### config.mk
export PLATFORM = sky130hd
export DESIGN_NAME = uart_frame_ctrl
export DESIGN_NICKNAME = d
export VERILOG_FILES = /design/src/rtl/uart_frame_pkg.sv /design/src/rtl/uart_frame_timer.sv /design/src/rtl/uart_frame_ctrl.sv
export SDC_FILE = /design/constraint.sdc
export NUM_CORES = 1
export LEC_CHECK = 0
export ABC_CLOCK_PERIOD_IN_PS = 3850
export CAP_MARGIN = 15
export CELL_PAD_IN_SITES_DETAIL_PLACEMENT = 0
export CELL_PAD_IN_SITES_GLOBAL_PLACEMENT = 1
export CORE_MARGIN = 10
export CORE_UTILIZATION = 43
export DETAILED_ROUTE_END_ITERATION = 8
export PLACE_DENSITY_LB_ADDON = 0.1
export SLEW_MARGIN = 40
export SYNTH_ARGS = -nofsm -noshare
export SYNTH_HDL_FRONTEND = slang
export SYNTH_HIERARCHICAL = 1
export SYNTH_SLANG_ARGS = --single-unit
### constraint.sdc
create_clock -name i_clk -period 3.85 [get_ports i_clk]
set_clock_uncertainty 0.2 [all_clocks]
set_input_delay 0.5775 -clock i_clk [delete_from_list [all_inputs] [get_ports i_clk]]
set_output_delay 0.5775 -clock i_clk [all_outputs]
set_load 0.005 [all_outputs]
### src/rtl/uart_frame_pkg.sv
// Shared state encoding, byte codes and frame payload type for the UART frame controller.
package uart_frame_pkg;

  localparam int unsigned ByteW = 8;

  typedef enum logic [2:0] {
    ST_IDLE,
    ST_CMD,
    ST_ADDR,
    ST_DATA,
    ST_CHK,
    ST_EXEC,
    ST_WAIT_RD,
    ST_RESP
  } state_e;

  localparam logic [ByteW-1:0] SYNC_BYTE = 8'hA5;
  localparam logic [ByteW-1:0] CMD_WR    = 8'h01;
  localparam logic [ByteW-1:0] CMD_RD    = 8'h02;
  localparam logic [ByteW-1:0] ACK       = 8'h06;
  localparam logic [ByteW-1:0] NAK       = 8'h15;

  // Bytes captured between SYNC and CHK.
  typedef struct packed {
    logic [ByteW-1:0] cmd;
    logic [ByteW-1:0] addr;
    logic [ByteW-1:0] data;
  } frame_t;

  function automatic logic frame_ok(input frame_t f, input logic [ByteW-1:0] chk);
    logic known;
    known = (f.cmd == CMD_WR) || (f.cmd == CMD_RD);
    return known && ((f.cmd ^ f.addr ^ f.data) == chk);
  endfunction

endpackage

### src/rtl/uart_frame_timer.sv
// Loadable down-counter with synchronous clear; o_expire_c pulses in the cycle the count reaches 1.
module uart_frame_timer #(
  parameter int unsigned Width = 8
) (
  input  logic             i_clk,
  input  logic             i_rst,
  input  logic             i_load,
  input  logic [Width-1:0] i_load_val,
  input  logic             i_clear,
  output logic             o_expire_c
);

  logic [Width-1:0] count_q;
  logic [Width-1:0] count_d;

  always_comb begin
    count_d = count_q;
    if (i_clear) begin
      count_d = '0;
    end else if (i_load) begin
      count_d = i_load_val;
    end else if (count_q != '0) begin
      count_d = count_q - Width'(1);
    end
  end

  always_ff @(posedge i_clk) begin
    if (i_rst) begin
      count_q <= '0;
    end else begin
      count_q <= count_d;
    end
  end

  assign o_expire_c = (count_q == Width'(1));

endmodule

### src/rtl/uart_frame_ctrl.sv
// Framed UART command controller: SYNC/CMD/ADDR/DATA/CHK to register bus, one response byte per frame.
// Define UART_FRAME_TIMEOUT_EN to abandon partial frames after an inter-byte timeout.
module uart_frame_ctrl
  import uart_frame_pkg::*;
#(
  parameter int unsigned ClkFreq      = 10_000_000,
  parameter int unsigned BaudRate     = 115200,
  parameter int unsigned TimeoutBytes = 2,
  parameter int unsigned RdWaitMax    = 255
) (
  input  logic             i_clk,
  input  logic             i_rst,
  input  logic             i_rx_valid,
  input  logic [ByteW-1:0] i_rx_byte,
  output logic             o_tx_valid,
  output logic [ByteW-1:0] o_tx_byte,
  input  logic             i_tx_ready,
  output logic             o_bus_wr,
  output logic             o_bus_rd,
  output logic [ByteW-1:0] o_bus_addr,
  output logic [ByteW-1:0] o_bus_wdata,
  input  logic [ByteW-1:0] i_bus_rdata,
  input  logic             i_bus_rvalid,
  output logic             o_busy,
  output logic [ByteW-1:0] o_err_cnt
);

  localparam int unsigned TimeoutCycles = TimeoutBytes * 10 * (ClkFreq / BaudRate);
  localparam int unsigned TimerMax      = (TimeoutCycles > RdWaitMax) ? TimeoutCycles : RdWaitMax;
  localparam int unsigned TimerW        = $clog2(TimerMax + 1);

  state_e           state_q,     state_d;
  frame_t           frame_q,     frame_d;
  logic             tx_valid_q,  tx_valid_d;
  logic [ByteW-1:0] tx_byte_q,   tx_byte_d;
  logic             bus_wr_q,    bus_wr_d;
  logic             bus_rd_q,    bus_rd_d;
  logic [ByteW-1:0] bus_addr_q,  bus_addr_d;
  logic [ByteW-1:0] bus_wdata_q, bus_wdata_d;
  logic             busy_q,      busy_d;
  logic [ByteW-1:0] err_cnt_q,   err_cnt_d;

  logic              err_inc;
  logic              tmr_load;
  logic [TimerW-1:0] tmr_load_val;
  logic              tmr_clear;
  logic              tmr_expire_c;

  // Shared between the inter-byte timeout and the read-data wait; their states never overlap.
  uart_frame_timer #(
    .Width(TimerW)
  ) u_timer (
    .i_clk      (i_clk),
    .i_rst      (i_rst),
    .i_load     (tmr_load),
    .i_load_val (tmr_load_val),
    .i_clear    (tmr_clear),
    .o_expire_c (tmr_expire_c)
  );

  always_comb begin
    state_d      = state_q;
    frame_d      = frame_q;
    tx_byte_d    = tx_byte_q;
    bus_wr_d     = 1'b0;
    bus_rd_d     = 1'b0;
    bus_addr_d   = bus_addr_q;
    bus_wdata_d  = bus_wdata_q;
    err_inc      = 1'b0;
    tmr_load     = 1'b0;
    tmr_load_val = '0;

    unique case (state_q)
      ST_IDLE: begin
        if (i_rx_valid && (i_rx_byte == SYNC_BYTE)) begin
          state_d = ST_CMD;
        end
      end
      ST_CMD: begin
        if (i_rx_valid) begin
          frame_d.cmd = i_rx_byte;
          state_d     = ST_ADDR;
        end
      end
      ST_ADDR: begin
        if (i_rx_valid) begin
          frame_d.addr = i_rx_byte;
          state_d      = ST_DATA;
        end
      end
      ST_DATA: begin
        if (i_rx_valid) begin
          frame_d.data = i_rx_byte;
          state_d      = ST_CHK;
        end
      end
      ST_CHK: begin
        if (i_rx_valid) begin
          if (frame_ok(frame_q, i_rx_byte)) begin
            state_d    = ST_EXEC;
            bus_addr_d = frame_q.addr;
            if (frame_q.cmd == CMD_WR) begin
              bus_wr_d    = 1'b1;
              bus_wdata_d = frame_q.data;
            end else begin
              bus_rd_d = 1'b1;
            end
          end else begin
            state_d   = ST_RESP;
            tx_byte_d = NAK;
            err_inc   = 1'b1;
          end
        end
      end
      ST_EXEC: begin
        if (frame_q.cmd == CMD_WR) begin
          state_d   = ST_RESP;
          tx_byte_d = ACK;
        end else begin
          state_d      = ST_WAIT_RD;
          tmr_load     = 1'b1;
          tmr_load_val = TimerW'(RdWaitMax);
        end
      end
      ST_WAIT_RD: begin
        if (i_bus_rvalid) begin
          state_d   = ST_RESP;
          tx_byte_d = i_bus_rdata;
        end else if (tmr_expire_c) begin
          state_d   = ST_RESP;
          tx_byte_d = NAK;
          err_inc   = 1'b1;
        end
      end
      ST_RESP: begin
        if (i_tx_ready) begin
          state_d = ST_IDLE;
        end
      end
      default: state_d = ST_IDLE;
    endcase

`ifdef UART_FRAME_TIMEOUT_EN
    // Every accepted frame byte restarts the inter-byte window; silence past it abandons the frame.
    if (state_q inside {ST_CMD, ST_ADDR, ST_DATA, ST_CHK} && !i_rx_valid && tmr_expire_c) begin
      state_d = ST_IDLE;
      err_inc = 1'b1;
    end
    if (i_rx_valid && (state_d inside {ST_CMD, ST_ADDR, ST_DATA, ST_CHK})) begin
      tmr_load     = 1'b1;
      tmr_load_val = TimerW'(TimeoutCycles);
    end
`endif

    tmr_clear  = (state_d == ST_IDLE);
    tx_valid_d = (state_d == ST_RESP);
    busy_d     = (state_d != ST_IDLE);
    err_cnt_d  = err_cnt_q;
    if (err_inc && (err_cnt_q != 8'hFF)) begin
      err_cnt_d = err_cnt_q + ByteW'(1);
    end
  end

  always_ff @(posedge i_clk) begin
    if (i_rst) begin
      state_q     <= ST_IDLE;
      frame_q     <= '0;
      tx_valid_q  <= 1'b0;
      tx_byte_q   <= '0;
      bus_wr_q    <= 1'b0;
      bus_rd_q    <= 1'b0;
      bus_addr_q  <= '0;
      bus_wdata_q <= '0;
      busy_q      <= 1'b0;
      err_cnt_q   <= '0;
    end else begin
      state_q     <= state_d;
      frame_q     <= frame_d;
      tx_valid_q  <= tx_valid_d;
      tx_byte_q   <= tx_byte_d;
      bus_wr_q    <= bus_wr_d;
      bus_rd_q    <= bus_rd_d;
      bus_addr_q  <= bus_addr_d;
      bus_wdata_q <= bus_wdata_d;
      busy_q      <= busy_d;
      err_cnt_q   <= err_cnt_d;
    end
  end

  assign o_tx_valid  = tx_valid_q;
  assign o_tx_byte   = tx_byte_q;
  assign o_bus_wr    = bus_wr_q;
  assign o_bus_rd    = bus_rd_q;
  assign o_bus_addr  = bus_addr_q;
  assign o_bus_wdata = bus_wdata_q;
  assign o_busy      = busy_q;
  assign o_err_cnt   = err_cnt_q;

endmodule
Word-level counts from Yosys, hierarchy flattened

Cells that the tools add are included.

Register bits after elaboration: 74
Bits of input ports: 21
Logic and storage cells: 85

Add/sub/neg operators: 2
Equality and inequality tests: 18
Mux-type cells: 29
Bitwise logic cells: 5
Reductions and logical operators: 18

Operator list:

| operator              | number |
|---|---|
| $mux 8                | 7 |
| $mux 3                | 8 |
| $pmux 3 s8            | 1 |
| $pmux 8 s3            | 1 |
| $mux 11               | 2 |
| $xor 8x8->8           | 2 |
| $eq 3x3->1 const B    | 5 |
| $eq 11x1->1 const B   | 1 |
| $reduce_bool 11->1    | 1 |
| $sub 11x1->11 const B | 1 |
| $add 8x1->8 const B   | 1 |
| $eq 8x1->1 const B    | 1 |
| $eq 8x2->1 const B    | 1 |
| $eq 8x8->1            | 1 |
| $eq 8x8->1 const B    | 1 |
| $mux 1                | 8 |
| $ne 8x8->1 const B    | 1 |
| $eq 3x2->1 const B    | 2 |
| $logic_not 3->1       | 2 |
| $ne 2x2->1 const B    | 3 |
| $reduce_and 2->1      | 3 |
| $reduce_bool 3->1     | 2 |
| $reduce_and 5->1      | 1 |
| $reduce_and 4->1      | 1 |
| other kinds (11)      | 15 |

Longest topological paths before layout

Depth after elaboration: 9
Gate-level depth with buffers: 12

Cells and area by module

Netlist, hierarchy kept.

By module, submodules not included:

| module           | times used | cells each | area each (µm²) | sequential area each (µm²) |
|---|---|---|---|---|
| uart_frame_ctrl  | 1          | 321        | 2815.2          | 1261.2 |
| uart_frame_timer | 1          | 76         | 633.1           | 220.2 |

Worst setup path after synthesis

OpenSTA, ideal clock, no wires.

Path kind: input-to-reg
Start point: input i_rx_byte[0]
End point: register u_timer.count_q[1]
Data arrival time: 2.428 ns
Data required time: 3.528 ns
Path slack: 1.100 ns
Stages: 9
Path buffers: 0
Path through: xor2_1 > xnor2_1 > mux2i_1 > nand3_4 > a21boi_0 > and3_1 > or2_2 > nor4_1 > a311o_1

Word-level cells in the longest chain between the ends: 7
Elaborated cells on any way between the ends: 10
Classes of those cells: 2 x eq/ne; 4 x mux; 4 x reduce/logical

Ends and longest elaborated chain:

| what                               | RTL line               | source |
|---|---|---|
| start: declaration                 | uart_frame_ctrl.sv:14  | `input logic [ByteW-1:0] i_rx_byte,` |
| $eq 8x8->1                         | uart_frame_pkg.sv:33   | `return known && ((f.cmd ^ f.addr ^ f.data) == chk);` |
| $logic_and 1x1->1                  | uart_frame_pkg.sv:33   |  |
| $mux 2                             | uart_frame_ctrl.sv:99  | `if (frame_ok(frame_q, i_rx_byte)) begin` |
| $mux 3                             | uart_frame_ctrl.sv:98  | `if (i_rx_valid) begin` |
| $pmux 3 s8 *                       | uart_frame_ctrl.sv:73  | `unique case (state_q)` |
| $logic_not 3->1 *                  | uart_frame_ctrl.sv:155 | `tmr_clear = (state_d == ST_IDLE);` |
| named net tmr_clear                | uart_frame_ctrl.sv:46  | `logic tmr_clear;` |
| $reduce_or 2->1 (no source line) * | --                     |  |
| end signal: assignment             | uart_frame_timer.sv:31 | `count_q <= count_d;` |
| end: declaration                   | uart_frame_timer.sv:13 | `logic [Width-1:0] count_q;` |

The timed path passes the listed nets; every way through them passes the cells marked *.
A chain may end at the register's enable or synchronous reset.

Worst setup path in the final report

Start point: input i_rx_valid
End point: register u_timer.count_q[1]

Word-level cells in the longest chain between the ends: 5
Elaborated cells on any way between the ends: 9
Classes of those cells: 6 x mux; 3 x reduce/logical

Ends and longest elaborated chain:

| what                               | RTL line               | source |
|---|---|---|
| start: declaration                 | uart_frame_ctrl.sv:13  | `input logic i_rx_valid,` |
| $logic_and 1x1->1                  | uart_frame_ctrl.sv:75  | `if (i_rx_valid && (i_rx_byte == SYNC_BYTE)) begin` |
| $mux 3                             | uart_frame_ctrl.sv:75  |  |
| $pmux 3 s8 *                       | uart_frame_ctrl.sv:73  |  |
| $logic_not 3->1 *                  | uart_frame_ctrl.sv:155 |  |
| named net tmr_clear                | uart_frame_ctrl.sv:46  |  |
| $reduce_or 2->1 (no source line) * | --                     |  |

Marks and branches as above.

==> impl_metrics.env <==
export IMPL_synthTopCellsByArea="dfxtp_1, nand2_1, mux2i_1, xnor2_1, nor2_1"
export IMPL_ys_ff_latch=74
export IMPL_synth_area_per_cell_um2=8.686
export IMPL_p_switching_mw=0.3133
export IMPL_syn_inst=397
export IMPL_clkTransAtPathRegs_ns=0.08
export IMPL_firstDrtPassIters=4
export IMPL_rows=32
export IMPL_worstMarginPinSlew_ns=0.6774
export IMPL_synth_top_cells_by_count="dfxtp_1, nand2_1, nor2_1"
export IMPL_cts_resized=0
export IMPL_gr_total_overflow=0
export IMPL_drv_cap=0
export IMPL_crit_required_ns=3.95
export IMPL_final_util=0.5672
export IMPL_hold_buffers=0
export IMPL_initial_core_util=0.4439
export IMPL_nNetsFinal=488
export IMPL_cts_inserted_buffers=9
export IMPL_met1_length_um=3841
export IMPL_viasPerCell=5.114
export IMPL_fin_setup_tns_ns=0
export IMPL_yosysTopAreaCell="dfxtp_1"
export IMPL_yosysSeqAreaShare=0.4296
export IMPL_status="complete, no violations"
export IMPL_cts_buffer_depth=2
export IMPL_grt_pass1_vias=2831
export IMPL_switching_share=0.2075
export IMPL_synthDominantCellAreaShare=0.4296
export IMPL_cts_tree="yes"
export IMPL_cp_end_kind="flip-flop"
export IMPL_grt_antenna_before_repair=0
export IMPL_gp_congestion=0.8391
export IMPL_drtIter0Drc=142
export IMPL_yosysWarnings=6
export IMPL_rsz0062_at_grt="no"
export IMPL_htreeDepth=3
export IMPL_grt_use_total=0.1503
export IMPL_die_area_um2=12000
export IMPL_die_width_um=109.6
export IMPL_slew_limit_headroom=0.5484
export IMPL_max_freq_ghz=0.3098
export IMPL_detailedPlace_worstSlack_ns=0.2760
export IMPL_clockPowerShare=0.451
export IMPL_power_frac_seq=0.507
export IMPL_cp_max_fo=7
export IMPL_nFillCells=717
export IMPL_numPortBuffers=56
export IMPL_grt_max_degree=39
export IMPL_clockRootBuffer="clkbuf_8"
export IMPL_post_cts_buffers=0
export IMPL_ir_drop_v=0.0001800
export IMPL_drc=0
export IMPL_io_pins=57
export IMPL_reg2regPathDepth=9
export IMPL_drt_total_wl_um=8533
export IMPL_critPathKind="in2reg"
export IMPL_wl_per_cell_um=14.94
export IMPL_area_growth_pct=27.76
export IMPL_final_area_um2=4405
export IMPL_slew_viol_final=0
export IMPL_leakagePower_nw=1.586
export IMPL_post_dp_cell_area_um2=4177
export IMPL_drive_gt1_frac=0.1087
export IMPL_synthArstFlopShare=0
export IMPL_min_path_type="reg2reg"
export IMPL_crit_path_start_kind="input port"
export IMPL_finalHoldViolations=0
export IMPL_synth_area_um2=3448
export IMPL_vias=2920
export IMPL_period_share=0.8384
export IMPL_die_h_um=109.6
export IMPL_met2_length_um=4056
export IMPL_finalSetupViolations=0
export IMPL_p_per_area_nw_per_um2=342.7
export IMPL_antenna_cells=0
export IMPL_top_layer_used="met4"
export IMPL_arrival_ns=3.32
export IMPL_synth_most_common_cell="dfxtp_1"
export IMPL_grt_pass1_wl_um=14300
export IMPL_synth_edf_count=0
export IMPL_core_area_um2=7767
export IMPL_setup_slack_ns=0.6222
export IMPL_fin_hold_ws_ns=0.2839
export IMPL_drtAntennaViolNets=0
export IMPL_ys_flop_type="dfxtp_1"
export IMPL_hpwl_um=6377
export IMPL_p_int_mw=1.196
export IMPL_cts_sinks=74
export IMPL_layout_min_cycle_time_ns=3.228
export IMPL_comb_power_share=0.042
export IMPL_clk_insertion_delay_late_ns=0.35
export IMPL_whs_path_depth=2
export IMPL_met3_length_um=521
export IMPL_ys_types=57
-- worst max-delay path, cell delays in order --
cell and delay [ns]:
clkdlybuf4s50_1 0.62, nor2b_1 0.23, nand4b_1 0.10, nor4b_1 0.35
a2111oi_0 0.13, a221o_1 0.31, and3_1 0.22, or2_2 0.34
nor4_1 0.27, a311o_1 0.16
-- power groups by stage --
stage	Combinational [mW]	Clock [mW]	Sequential [mW]
final	0.0635	0.681	0.765
after global routing	0.0695	0.733	0.765
after CTS	0.0641	0.703	0.765
after detailed placement	0.0635	0	0.783
after floorplan	0.0262	0	0.783
after global placement	0.0639	0	0.783
-- kinds of logic after synthesis --
kind of cell,share of synthesized area
simple gates,0.2729
flops,0.4296
compound gates,0.1187
xor+xnor,0.08128
mux,0.06567
buf+inv,0.01995
fa+ha+maj,0.01089
other cells,0.001087
-- routing by layer --
layer	global-route usage	vias to the layer above
met1	0.1825	1321
met5	0	-
met3	0.04915	11
li1	-	1520
met4	0.05855	0
met2	0.2419	68
-- sequential cells by signal, indices dropped and copies added, names as in the netlist --
name and count:
frame_q 24, u_timer/count_q 11, o_bus_addr 8, o_bus_wdata 8, o_err_cnt 8, o_tx_byte 8, state_q 3, o_bus_rd 1
o_bus_wr 1, o_busy 1, o_tx_valid 1
-- cell type report --
type                            instances  area (um2)  share of cell area
Clock buffer                           12       155.1             0.03522
Tap cell                              102       127.6             0.02897
Clock inverter                          4       73.82             0.01676
Inverter                                5       18.77            0.004260
Timing Repair Buffer                   67       638.1              0.1448
Multi-Input combinational cell        307        1911              0.4337
Sequential cell                        74        1481              0.3363
-- cells in the final DEF (no fill, tap or decap), types with 4 or more instances in the layout --
| cell | synthesis | routed |
|---|---|---|
| and3_1 | 4 | 4 |
| o21ai_1 | 5 | 5 |
| a22o_2 | 4 | 4 |
| nor2b_1 | 8 | 8 |
| nand2b_1 | 5 | 5 |
| nor4_1 | 7 | 7 |
| xnor2_1 | 21 | 21 |
| buf_4 | 0 | 11 |
| nand3_1 | 15 | 15 |
| clkbuf_8 | 0 | 11 |
| xor2_1 | 11 | 11 |
| o21ai_0 | 7 | 7 |
| a21oi_1 | 31 | 31 |
| mux2i_1 | 20 | 20 |
| dfxtp_1 | 74 | 74 |
| nor2_1 | 47 | 47 |
| inv_1 | 5 | 5 |
| nand2_1 | 64 | 64 |
| nand4_1 | 5 | 5 |
| clkdlybuf4s50_1 | 0 | 55 |
-- stage by stage --
stage | power (mW) | cells
3_3_place_gp | 0.8472 | 555
4_1_cts | 1.533 | 571
5_1_grt | 1.567 | 571
6_report | 1.510 | 571
3_5_place_dp | 0.8468 | 555
2_1_floorplan | 0.8092 | 399
-- final timing paths --
| path | end | from | slack [ns] |
|---|---|---|---|
| hold reg to reg | frame_q[17]$_SDFFE_PP0P_ | frame_q[17]$_SDFFE_PP0P_ | 0.28 |
| hold / removal | frame_q[17]$_SDFFE_PP0P_ | frame_q[17]$_SDFFE_PP0P_ | 0.28 |
| setup reg to reg | u_timer/count_q[1]$_SDFFE_PP0P_ | frame_q[20]$_SDFFE_PP0P_ | 0.93 |
| setup / recovery | u_timer/count_q[1]$_SDFFE_PP0P_ | i_rx_valid | 0.62 |
Power figures use the tool's default switching activity.
